`config.mk`:
```
export PLATFORM = sky130hd
export DESIGN_NAME = ifetch
export DESIGN_NICKNAME = d
export VERILOG_FILES = /design/src/rtl/ifetch.sv
export SDC_FILE = /design/constraint.sdc
export NUM_CORES = 1
export LEC_CHECK = 0
export CELL_PAD_IN_SITES_DETAIL_PLACEMENT = 0
export CELL_PAD_IN_SITES_GLOBAL_PLACEMENT = 2
export CORE_UTILIZATION = 37
export CTS_BUF_LIST = sky130_fd_sc_hd__clkbuf_8
export DETAILED_ROUTE_END_ITERATION = 16
export PLACE_DENSITY_LB_ADDON = 0.1
export SETUP_SLACK_MARGIN = 0.5
export SLEW_MARGIN = 20
export SYNTH_ARGS = -nofsm -noshare
export SYNTH_HDL_FRONTEND = slang
export SYNTH_SLANG_ARGS = --single-unit
```
`constraint.sdc`:
```
create_clock -name clk -period 9.56 [get_ports clk]
set_input_delay 2.868 -clock clk [delete_from_list [all_inputs] [get_ports clk]]
set_output_delay 2.868 -clock clk [all_outputs]
set_load 0.01 [all_outputs]
```
`src/rtl/ifetch.sv`:
```
// Instruction fetch stage: owns the fetch PC, runs one outstanding request at a
// time to variable-latency instruction memory and queues returned words for the decoder.
module ifetch #(
    parameter int AW    = 8,
    parameter int IW    = 16,
    parameter int DEPTH = 2
) (
    input  logic          clk,
    input  logic          rst,
    output logic          imem_req,
    output logic [AW-1:0] imem_addr,
    input  logic          imem_ack,
    input  logic [IW-1:0] imem_rdata,
    input  logic          stall,
    output logic [IW-1:0] o,
    output logic          o_vld,
    output logic [AW-1:0] pc_o,
    input  logic          pcwe,
    input  logic          pcs,
    input  logic [AW-1:0] alu_y,
    input  logic [AW-1:0] jv,
    input  logic          h,
    output logic          halted
);

    localparam int PW = (DEPTH > 1) ? $clog2(DEPTH) : 1;
    localparam int CW = $clog2(DEPTH + 1);
    localparam logic [CW-1:0] FULL = CW'(DEPTH);

    typedef enum logic [1:0] {
        S_RUN  = 2'd0,
        S_WAIT = 2'd1,
        S_HALT = 2'd2
    } state_t;

    state_t        r_state;
    state_t        w_state_nxt;

    logic [AW-1:0] r_fpc;
    logic [AW-1:0] r_addr;
    logic          r_req;
    logic          r_halted;
    logic          r_discard;
    logic [PW-1:0] r_rd_ptr;
    logic [PW-1:0] r_wr_ptr;
    logic [CW-1:0] r_count;
    logic [AW-1:0] r_pc_mem [DEPTH];
    logic [IW-1:0] r_w_mem  [DEPTH];

    logic          w_vld;
    logic          w_take;
    logic          w_halt;
    logic          w_redir;
    logic          w_pop;
    logic          w_ack;
    logic          w_push;
    logic          w_issue;
    logic [AW-1:0] w_target;

    // The head may only act (retire, jump or halt) when it is real and the back end is not holding it.
    assign w_vld    = (r_count != {CW{1'b0}});
    assign w_take   = (r_state != S_HALT) && w_vld && !stall;
    assign w_halt   = w_take && h;
    assign w_redir  = w_take && pcwe && !h;
    assign w_pop    = w_take && !pcwe && !h;
    assign w_ack    = (r_state == S_WAIT) && imem_ack;
    assign w_push   = w_ack && !r_discard && !w_redir && !w_halt;
    assign w_issue  = (r_state == S_RUN) && (r_count < FULL) && !w_redir && !w_halt;
    assign w_target = pcs ? alu_y : jv;

    assign o_vld     = w_vld;
    assign o         = w_vld ? r_w_mem[r_rd_ptr] : {IW{1'b0}};
    assign pc_o      = w_vld ? r_pc_mem[r_rd_ptr] : r_fpc;
    assign imem_req  = r_req;
    assign imem_addr = r_addr;
    assign halted    = r_halted;

    // Fetch state register.
    always_ff @(posedge clk) begin
        if (rst) begin
            r_state <= S_RUN;
        end else begin
            r_state <= w_state_nxt;
        end
    end

    // Next-state logic; halt is terminal until reset.
    always_comb begin
        w_state_nxt = r_state;
        case (r_state)
            S_RUN: begin
                if (w_halt) begin
                    w_state_nxt = S_HALT;
                end else if (w_issue) begin
                    w_state_nxt = S_WAIT;
                end else begin
                    w_state_nxt = S_RUN;
                end
            end
            S_WAIT: begin
                if (w_halt) begin
                    w_state_nxt = S_HALT;
                end else if (w_ack) begin
                    w_state_nxt = S_RUN;
                end else begin
                    w_state_nxt = S_WAIT;
                end
            end
            S_HALT: begin
                w_state_nxt = S_HALT;
            end
            default: begin
                w_state_nxt = S_RUN;
            end
        endcase
    end

    // PC, request, discard flag and FIFO bookkeeping.
    always_ff @(posedge clk) begin
        if (rst) begin
            r_fpc     <= {AW{1'b0}};
            r_addr    <= {AW{1'b0}};
            r_req     <= 1'b0;
            r_halted  <= 1'b0;
            r_discard <= 1'b0;
            r_rd_ptr  <= {PW{1'b0}};
            r_wr_ptr  <= {PW{1'b0}};
            r_count   <= {CW{1'b0}};
        end else begin
            r_req    <= (w_state_nxt == S_WAIT);
            r_halted <= (w_state_nxt == S_HALT);
            if (w_issue) begin
                r_addr <= r_fpc;
            end
            if (w_redir) begin
                r_fpc <= w_target;
            end else if (w_push) begin
                r_fpc <= r_fpc + AW'(1);
            end
            // A jump while a read is in flight leaves a stale word to be dropped on arrival.
            if (w_halt || w_ack) begin
                r_discard <= 1'b0;
            end else if (w_redir && (r_state == S_WAIT)) begin
                r_discard <= 1'b1;
            end
            if (w_redir) begin
                r_rd_ptr <= {PW{1'b0}};
                r_wr_ptr <= {PW{1'b0}};
                r_count  <= {CW{1'b0}};
            end else begin
                if (w_push) begin
                    r_wr_ptr <= r_wr_ptr + PW'(1);
                end
                if (w_pop) begin
                    r_rd_ptr <= r_rd_ptr + PW'(1);
                end
                r_count <= r_count + CW'(w_push) - CW'(w_pop);
            end
        end
    end

    // FIFO storage; contents are only visible through the valid-gated head.
    always_ff @(posedge clk) begin
        if (w_push) begin
            r_pc_mem[r_wr_ptr] <= r_fpc;
            r_w_mem[r_wr_ptr]  <= imem_rdata;
        end
    end

endmodule

```
== Word-level counts from Yosys, hierarchy flattened ==
Memories as Yosys holds them, arrays and structs flattened. A register that Yosys moved wholly into a read port is not among the register bits.
Index checks and enable logic that the tools add are counted.
Operators by class
  $add $sub $neg: 5
  multipliers: 0
  div/mod/pow operators: 0
  $lt $le $gt $ge: 1
  equality and inequality tests: 5
  shift operators: 0
  muxes and demuxes: 16
  bitwise logic cells: 0
  reductions and logical operators: 27
Operator list (count)
  2-to-1 mux 8 bit: 4
  2-to-1 mux 16 bit: 1
  logical AND 1 bit: 15
  adder 8 x 1 -> 8 bit (second input constant): 1
  2-to-1 mux 1 bit: 8
  zero test 1 bit: 6
  case mux 2 bit (3 select lines): 1
  == test 2 x 1 -> 1 bit (second input constant): 2
  == test 2 bit (second input constant): 2
  2-to-1 mux 2 bit: 2
  nonzero test 2 bit: 2
  OR reduction 2 bit: 2
  adder 1 bit (second input constant): 2
  adder 2 x 1 -> 2 bit: 1
  zero test 2 bit: 1
  less-than comparator 2 bit (second input constant): 1
  != test 2 bit (second input constant): 1
  subtractor 2 x 1 -> 2 bit: 1
  logical OR 1 bit: 1
Word-level totals
  register bits after elaboration: 25
  latch bits: 0
  RAM bits: 48
  ROM bits: 0
  word-level logic and storage cells: 65
  memories: 2
Memories
  r_w_mem: words 2, width 16, read ports 1, clocked after memory_dff 1, write ports 1, line 48  | logic [IW-1:0] r_w_mem [DEPTH];
  r_pc_mem: words 2, width 8, read ports 1, clocked after memory_dff 1, write ports 1, line 47  | logic [AW-1:0] r_pc_mem [DEPTH];

== Depth between registers and ports, before layout ==
Gate-level depths: netlist of run 1.
  depth after elaboration: 12
  depth in mapped cells: 10
  mapped depth without buffers: 9

== Worst setup path after synthesis of run 1 ==
OpenSTA, ideal clock, no wires.
  path type: input -> register
  start: in h
  end: mem r_pc_mem[1][0], enable pin
  setup time: 0.405 ns
  arrival: 4.564 ns
  data required time: 9.155 ns
  slack: 4.591 ns
  cell stages on the path: 5
  buffers on the path: 1
  cells stage by stage: buf_2 nor2_1 nor3_1 or2_2 nor2_1
On the way
  longest elaborated chain between the ends: 7
  elaborated cells on any way between the ends: 9
  those cells by class: 2 x mux; 7 x reduce/logical
Ends and longest elaborated chain
  start, declared: line 22  | input logic h,
  zero test 1 bit: line 64  | assign w_redir = w_take && pcwe && !h;
  logical AND 1 bit: line 64
  zero test 1 bit: line 67  | assign w_push = w_ack && !r_discard && !w_redir && !w_halt;
  logical AND 1 bit: line 67
  logical AND 1 bit *: line 67
  2-to-1 mux 1 bit *: line 164  | if (w_push) begin
  2-to-1 mux 1 bit (implied by the code) *: line 165  | r_pc_mem[r_wr_ptr] <= r_fpc;
  end, declared: line 47
Mark *: on every way between the ends. The rest lies on a longest branch, timed or not.

== Worst setup path after layout of run 1 ==
  start: in h
  end: reg r_count[1]
On the way
  longest elaborated chain between the ends: 7
  elaborated cells on any way between the ends: 11
  those cells by class: 2 x add/sub; 9 x reduce/logical
Ends and longest elaborated chain
  zero test 1 bit: line 64, 65
  logical AND 1 bit: line 64
  zero test 1 bit: line 67
  logical AND 1 bit (2 in series): line 67
  adder 2 x 1 -> 2 bit: line 157  | r_count <= r_count + CW'(w_push) - CW'(w_pop);
  subtractor 2 x 1 -> 2 bit: line 157
  end signal, assigned: line 128  | r_count <= {CW{1'b0}};
  end signal, assigned: line 149  | r_count <= {CW{1'b0}};
  end signal, assigned: line 157
  end, declared: line 46  | logic [CW-1:0] r_count;
Several ways; a longest one is shown, not always the timed one.
A chain may end at the register's enable or synchronous reset.

==> results of run 1 <==
[power groups by stage]
stage                     logic (mW)  clock network (mW)  registers, mW
after CTS                      0.173               0.264          0.376
after floorplan               0.0912                   0          0.380
after global routing           0.187               0.277          0.379
after detailed placement       0.172                   0          0.383
after global placement         0.171                   0          0.382
final                          0.171               0.256          0.376
[worst max-delay path by stage]
| stage | from | to | slack, ns | cells past startpoint |
|---|---|---|---|---|
| after global placement | stall | r_fpc[3]$_SDFFE_PP0P_ | 4.35 | 5 |
| after floorplan | h | r_pc_mem[1][0]$_DFFE_PP_ | 4.59 | 5 |
| after detailed placement | h | r_count[1]$_SDFF_PP0_ | 4.34 | 10 |
| after global routing | h | r_count[1]$_SDFF_PP0_ | 4.48 | 10 |
| after CTS | flop | pc_o[3] | 4.65 | 4 |
| final | h | r_count[1]$_SDFF_PP0_ | 4.63 | 10 |
[logic make-up after synthesis]
family / share of synthesized area, %
mux: 11.30
buf+inv: 2.785
compound gates: 10.24
flops: 60.89
xor+xnor: 1.922
fa+ha+maj: 1.177
simple gates: 11.69
[cell usage after synthesis, drive strengths merged]
cell and number:
and4 2, or2 1, nor3b 1, xnor2 6, nor2b 8, a2111oi 6
o21bai 1, or3 1, nand2b 1, a21oi 5, o31ai 1, o21ai 8
nand3 4, nor2 30, o21ba 1, edfxtp 48, and3 2, nor4 2
buf 7, xor2 1, clkbuf 8, a211oi 14, ha 3, nor3 7
or3b 1, nand4bb 1, nand4 2, nand2 10, mux2i 36, dfxtp 25
inv 4
[stage by stage]
step	instances	area, um^2	utilization (%)
6_report	430	4240	51.09
5_1_grt	430	4240	51.09
4_1_cts	430	4232	50.99
3_5_place_dp	414	4020	48.44
3_3_place_gp	414	4020	48.44
2_1_floorplan	247	3189	-
[metal layers]
layer	global-route usage [%]	share of wire, %	vias up	routed length (um)
li1	-	-	1065	-
met2	27.16	50	52	3221
met5	0	0	-	0
met1	18.38	43	997	2800
met4	7.197	1.7	0	107
met3	3.784	4.8	8	312
[state kept, by name (all words and copies together) (netlist names), named ones only]
signal     cells
r_w_mem       32
r_discard      1
r_pc_mem      16
r_fpc          8
r_state        2
imem_addr      8
r_count        2
imem_req       1
r_wr_ptr       1
r_rd_ptr       1
[area by class of cell]
type	instances	area share (%)
Multi-Input combinational cell	155	27.83
Tap cell	105	3.098
Timing Repair Buffer	77	17.94
Sequential cell	73	45.80
Clock inverter	7	2.066
Inverter	4	0.3541
Clock buffer	9	2.921
[worst max-delay path: cells and delay by family]
family / cells / cell delay (ns)
buffers and inverters: 2 / 0.70
adders and majority gates: 2 / 0.45
xor gates and xnor gates: 2 / 0.30
and+or+nand+nor: 4 / 0.80
==> key figures, run 1 <==
Detailed routing
  – Remaining routing DRC violations: 0
  – Routed wire length per instance: 14.98 um
  – Vias per inst: 4.935
  – Router iterations before antenna repair: 4
  – Initial drt markers: 62
  – Vias: 2122
  – DRT antenna net count: 0
  – Final wirelength: 6.443 mm

Floorplan
  – Site row count: 33
  – Core ar.: 0.008299 mm^2
  – Die H: 94.84 um
  – Initial core utilization: 38.43%
  – Top-level I/O count: 74
  – Die area: 0.008995 mm^2
  – Die Width: 94.84 um

Final layout
  – Area grow syn2layout: 32.95%
  – Most common cell after layout, fill and taps aside: clkdlybuf4s50_1
  – Antenna diode count: 0
  – Fill cells: 757
  – Most frequent cells in the layout: clkdlybuf4s50_1 (73), edfxtp_1 (48), mux2i_1 (36), nor2_1 (27), dfxtp_1 (25)
  – Share of cells above drive strength 1: 9.846%
  – Fin nets: 362
  – Register area: 0.001942 mm^2
  – Footprint of the multi-input gates: 0.001180 mm^2

Yosys
  – Post-synthesis cell area: 0.003189 mm^2
  – Netlist cell types: 35
  – Post-synthesis register bit count: 73
  – Synth area leaders: edfxtp_1 (45%), dfxtp_1 (16%), mux2i_1 (11%)
  – Avg Inst Size Synth: 12.91 um^2
  – Synth warn: 0
  – Synth top area share: 45.19%
  – Area leader, netlist: edfxtp_1
  – Seq/Total Area, Yosys: 60.89%
  – Post-Syn Nets: 289
  – Syn Inst Count: 247

Worst setup path
  – Critical Path End Type: flop
  – Data required, critical path: 9.75 ns
  – Register-to-Register Path Depth: 4
  – Slowest cell on the critical path: clkdlybuf4s50_1
  – Crit path launch type: input pin
  – R2r endpoint: r_fpc[2]$_SDFFE_PP0P_
  – CP arrival: 5.12 ns
  – Worst r2r src: r_count[1]$_SDFF_PP0_
  – Setup CP Type: in2reg
  – Reg2reg setup slack: 7.26 ns
  – Highest fanout seen on the critical path: 9
  – Cell Chain, Critical Path: clkdlybuf4s50_1, nor2_1, nor3_1, or2_2, ha_1, inv_1, ha_1, xor2_1, xnor2_1, nor3_1
  – Worst path max stage delay: 0.66 ns

STA
  – Final Max Slew Viols: 0
  – Max Fclk: 202.7 MHz
  – Min Tclk post-route: 4.933 ns
  – Setup TNS: 0 ns
  – Final Skew: 0.008529 ns
  – Count of final setup violators: 0
  – Final hold viol count: 0
  – PnR worst setup slack: 4.627 ns
  – Unrepaired setup endpoints after global routing: no
  – Fin Hold WS: 0.5056 ns
  – Period utilization: 51.60%
  – Least-Margin Pin Slew: 1.007 ns
  – Slew headroom: 32.67%

Power
  – P_sw: 0.2111 mW
  – Tot Pwr: 0.8026 mW
  – LEAKAGE: 1.378 nW
  – Seq pwr share: 46.8%
  – Clk pwr share: 31.9%
  – Pwr/cell area: 189.3 mW/mm^2
  – Switch share: 26.31%
  – Comb power frac: 21.3%
  – Int Power: 0.5914 mW
  – Maximum vdd drop: 0.00008312 V

Clock network
  – Max clock buf depth: 2
  – Hold Buf Count CTS: 0
  – Clk slew on worst S/H paths: 0.08 ns
  – Num CTS Buffers: 9
  – Post-CTS Setup Repair Bufs: 0
  – Post_cts resized: 0
  – CTS tree: yes
  – Clk Latency, worst-skew pair: 0.34 ns
  – CTS H-tree depth: 3
  – Clk root buf: clkbuf_8
  – CTS Sinks: 73

Global routing
  – First-pass GRT wire length: 10.45 mm
  – Initial antenna violation count: 0
  – Overflow after GRT: 0
  – Vias in the first global route: 2126
  – Total GRT Usage: 15.73%
  – Largest net degree at the start of global routing: 34

Min path
  – Worst min path class: reg2reg
  – WHS Endpoint: imem_addr[5]$_SDFFE_PP0P_
  – Hold wc startpoint: imem_addr[5]$_SDFFE_PP0P_
  – Worst hold stages: 2

Job
  – Max-Cap Viols: 0

Placement
  – Placer Congestion: 0.8169
  – DP HPWL: 4.275 mm
  – I/O Buffers: 73
  – Place WS: 4.341 ns

Run status
  – Status: completed
Note: power is estimated with default switching activity, not from simulation.
==> inputs of run 2 (changes only) <==
- CORE_UTILIZATION: 37 -> 34
- clock period: 9.56 -> 4.7 ns (I/O delays scaled with it)
==> key figures, run 2 (synthesized netlist as in run 1, its figures left out) <==
Floorplan
  – Die H: 98.85 um (was 94.84 um)
  – Top-level I/O count: 74 (unchanged)
  – Site row count: 34 (was 33)
  – Initial core utilization: 35.87% (was 38.43%)
  – Die Width: 98.85 um (was 94.84 um)
  – Core ar.: 0.008891 mm^2 (was 0.008299 mm^2)
  – Die area: 0.009771 mm^2 (was 0.008995 mm^2)

Global routing
  – Total GRT Usage: 13.85% (was 15.73%)
  – Initial antenna violation count: 0 (unchanged)
  – Vias in the first global route: 1962 (was 2126)
  – Largest net degree at the start of global routing: 26 (was 34)
  – Overflow after GRT: 0 (unchanged)
  – First-pass GRT wire length: 10.17 mm (was 10.45 mm)

Clock network
  – Hold Buf Count CTS: 0 (unchanged)
  – Max clock buf depth: 2 (unchanged)
  – Clk root buf: clkbuf_8 (unchanged)
  – Clk slew on worst S/H paths: 0.08 ns (about the same)
  – CTS tree: yes (unchanged)
  – Clk Latency, worst-skew pair: 0.34 ns (about the same)
  – Num CTS Buffers: 9 (unchanged)
  – CTS Sinks: 73 (unchanged)
  – CTS H-tree depth: 3 (unchanged)
  – Post_cts resized: 0 (unchanged)
  – Post-CTS Setup Repair Bufs: 0 (unchanged)

Final layout
  – Antenna diode count: 0 (unchanged)
  – Area grow syn2layout: 33.23% (was 32.95%)
  – Fin nets: 365 (was 362)
  – Fill cells: 831 (was 757)
  – Footprint of the multi-input gates: 0.001171 mm^2 (was 0.001180 mm^2)
  – Max reg flops: 32 (unchanged)
  – Register area: 0.001942 mm^2 (unchanged)
  – Finished Layout Cells: 436 (was 430)
  – Regs by FF count: r_w_mem x32, r_pc_mem x16 (unchanged)
  – Most common cell after layout, fill and taps aside: clkdlybuf4s50_1 (unchanged)
  – Share of cells above drive strength 1: 10.98% (was 9.846%)
  – Biggest register: r_w_mem (unchanged)
  – Most frequent cells in the layout: clkdlybuf4s50_1 (73), edfxtp_1 (48), mux2i_1 (36), nor2_1 (27), dfxtp_1 (25) (unchanged)

Worst setup path
  – Critical path endpoint: pc_o[4] (was r_count[1]$_SDFF_PP0_)
  – Data required, critical path: 3.29 ns (was 9.75 ns)
  – Highest fanout seen on the critical path: 22 (was 9)
  – Setup CP Type: reg2out (was in2reg)
  – Critical Path End Type: output port (was flop)
  – Crit. Startpoint: r_count[1]$_SDFF_PP0_ (was h)
  – CP arrival: 2.22 ns (was 5.12 ns)
  – Worst r2r src: r_state[1]$_SDFF_PP0_ (was r_count[1]$_SDFF_PP0_)
  – R2r endpoint: r_count[1]$_SDFF_PP0_ (was r_fpc[2]$_SDFFE_PP0P_)
  – Crit path launch type: flop (was input pin)
  – Reg2reg setup slack: 2.50 ns (was 7.26 ns)
  – Register-to-Register Path Depth: 9 (was 4)

STA
  – Count of final setup violators: 0 (unchanged)
  – Slew headroom: 30.24% (was 32.67%)
  – Period utilization: 77.23%
  – Min Tclk post-route: 3.630 ns
  – Final hold viol count: 0 (unchanged)
  – Unrepaired setup endpoints after global routing: no (unchanged)
  – Max Fclk: 275.5 MHz
  – Least-Margin Pin Slew: 1.043 ns (was 1.007 ns)
  – Final Skew: 0.01214 ns (was 0.008529 ns)
  – Setup TNS: 0 ns (unchanged)
  – Final Max Slew Viols: 0 (unchanged)

Detailed routing
  – Vias per inst: 4.908 (was 4.935)
  – Remaining routing DRC violations: 0 (unchanged)
  – Initial drt markers: 52 (was 62)
  – Vias: 2140 (was 2122)
  – Router iterations before antenna repair: 4 (unchanged)
  – Final wirelength: 6.462 mm (was 6.443 mm)
  – DRT antenna net count: 0 (unchanged)
  – Routed wire length per instance: 14.82 um (was 14.98 um)

Power
  – Pwr/cell area: 378.9 mW/mm^2 (was 189.3 mW/mm^2)
  – Clk pwr share: 31.0% (was 31.9%)
  – Int Power: 1.172 mW (was 0.5914 mW)
  – Seq pwr share: 47.5% (was 46.8%)
  – P_sw: 0.4380 mW (was 0.2111 mW)
  – LEAKAGE: 1.392 nW (was 1.378 nW)
  – Maximum vdd drop: 0.0002089 V (was 0.00008312 V)
  – Comb power frac: 21.5% (was 21.3%)
  – Switch share: 27.21% (was 26.31%)

Min path
  – Worst min path class: reg2reg (unchanged)

Placement
  – I/O Buffers: 73 (unchanged)
  – Placer Congestion: 0.8155 (was 0.8169)
  – Placed cells: 420 (was 414)
  – DP HPWL: 4.451 mm (was 4.275 mm)

Run status
  – Status: completed (unchanged)

Job
  – Max-Cap Viols: 0 (unchanged)
[run 2: cell count changes in the layout (fill, tap and decap cells not counted), sizes merged]
cell | previous run | this run
buf | 4 | 7
bufinv | 2 | 1
clkbuf | 9 | 10
clkinv | 2 | 1
clkinvlp | 2 | 1
inv | 5 | 7
[run 2: worst min-delay path by stage]
stage / startpoint / end / slack (ns) / cells past startpoint
after floorplan: r_fpc[7]$_SDFFE_PP0P_ / r_pc_mem[0][7]$_DFFE_PP_ / 0.48 / 0
after global placement: imem_addr[5]$_SDFFE_PP0P_ / imem_addr[5]$_SDFFE_PP0P_ / 0.49 / 2
after detailed placement: imem_addr[6]$_SDFFE_PP0P_ / imem_addr[6]$_SDFFE_PP0P_ / 0.49 / 2
after CTS: imem_addr[2]$_SDFFE_PP0P_ / imem_addr[2]$_SDFFE_PP0P_ / 0.52 / 2
after global routing: imem_addr[3]$_SDFFE_PP0P_ / imem_addr[3]$_SDFFE_PP0P_ / 0.55 / 2
final: imem_addr[2]$_SDFFE_PP0P_ / imem_addr[2]$_SDFFE_PP0P_ / 0.51 / 2
[run 2: power groups by stage]
stage | registers, mW | logic (mW) | clock network (mW)
final | 0.765 | 0.347 | 0.498
after global routing | 0.771 | 0.379 | 0.538
after CTS | 0.765 | 0.356 | 0.511
after detailed placement | 0.779 | 0.355 | 0
after global placement | 0.779 | 0.353 | 0
after floorplan | 0.772 | 0.185 | 0
[run 2: worst max-delay path, cell delays in order (launching register included)]
cell,delay [ns]
dfxtp_1,0.37
nor2_2,0.65
nand2_1,0.10
o21ai_0,0.16
clkdlybuf4s50_1,0.60
[run 2: layout make-up]
cell class                 instances  area share (%)
inverter                           4          0.3534
sequential                        73           45.70
clock buffer                      10           3.239
timing repair buffer              80           18.43
multi-input combinational        155           27.56
clock inverter                     6           1.531
tap                              108           3.180
[run 2: metal layers]
metal	track usage, %	vias to the layer above	part of all wire, %
met1	17.80	996	47
li1	-	1069	-
met2	22.22	66	47
met3	3.050	9	4.7
met5	0	-	0
met4	6.544	0	1.5
[run 2: through the flow]
step / instance area (um^2) / total power, mW / hold WS (ns) / setup WS (ns) / utilization, %
final: 4249 / 1.610 / 0.5078 / 1.070 / 47.79
after global routing: 4249 / 1.688 / 0.5531 / 0.8876 / 47.79
after CTS: 4249 / 1.631 / 0.5190 / 0.9994 / 47.79
after detailed placement: 4046 / 1.134 / 0.4886 / 0.9661 / 45.51
after global placement: 4046 / 1.132 / 0.4905 / 0.9988 / 45.51
after floorplan: 3189 / 0.9575 / 0.4834 / 1.189 / -
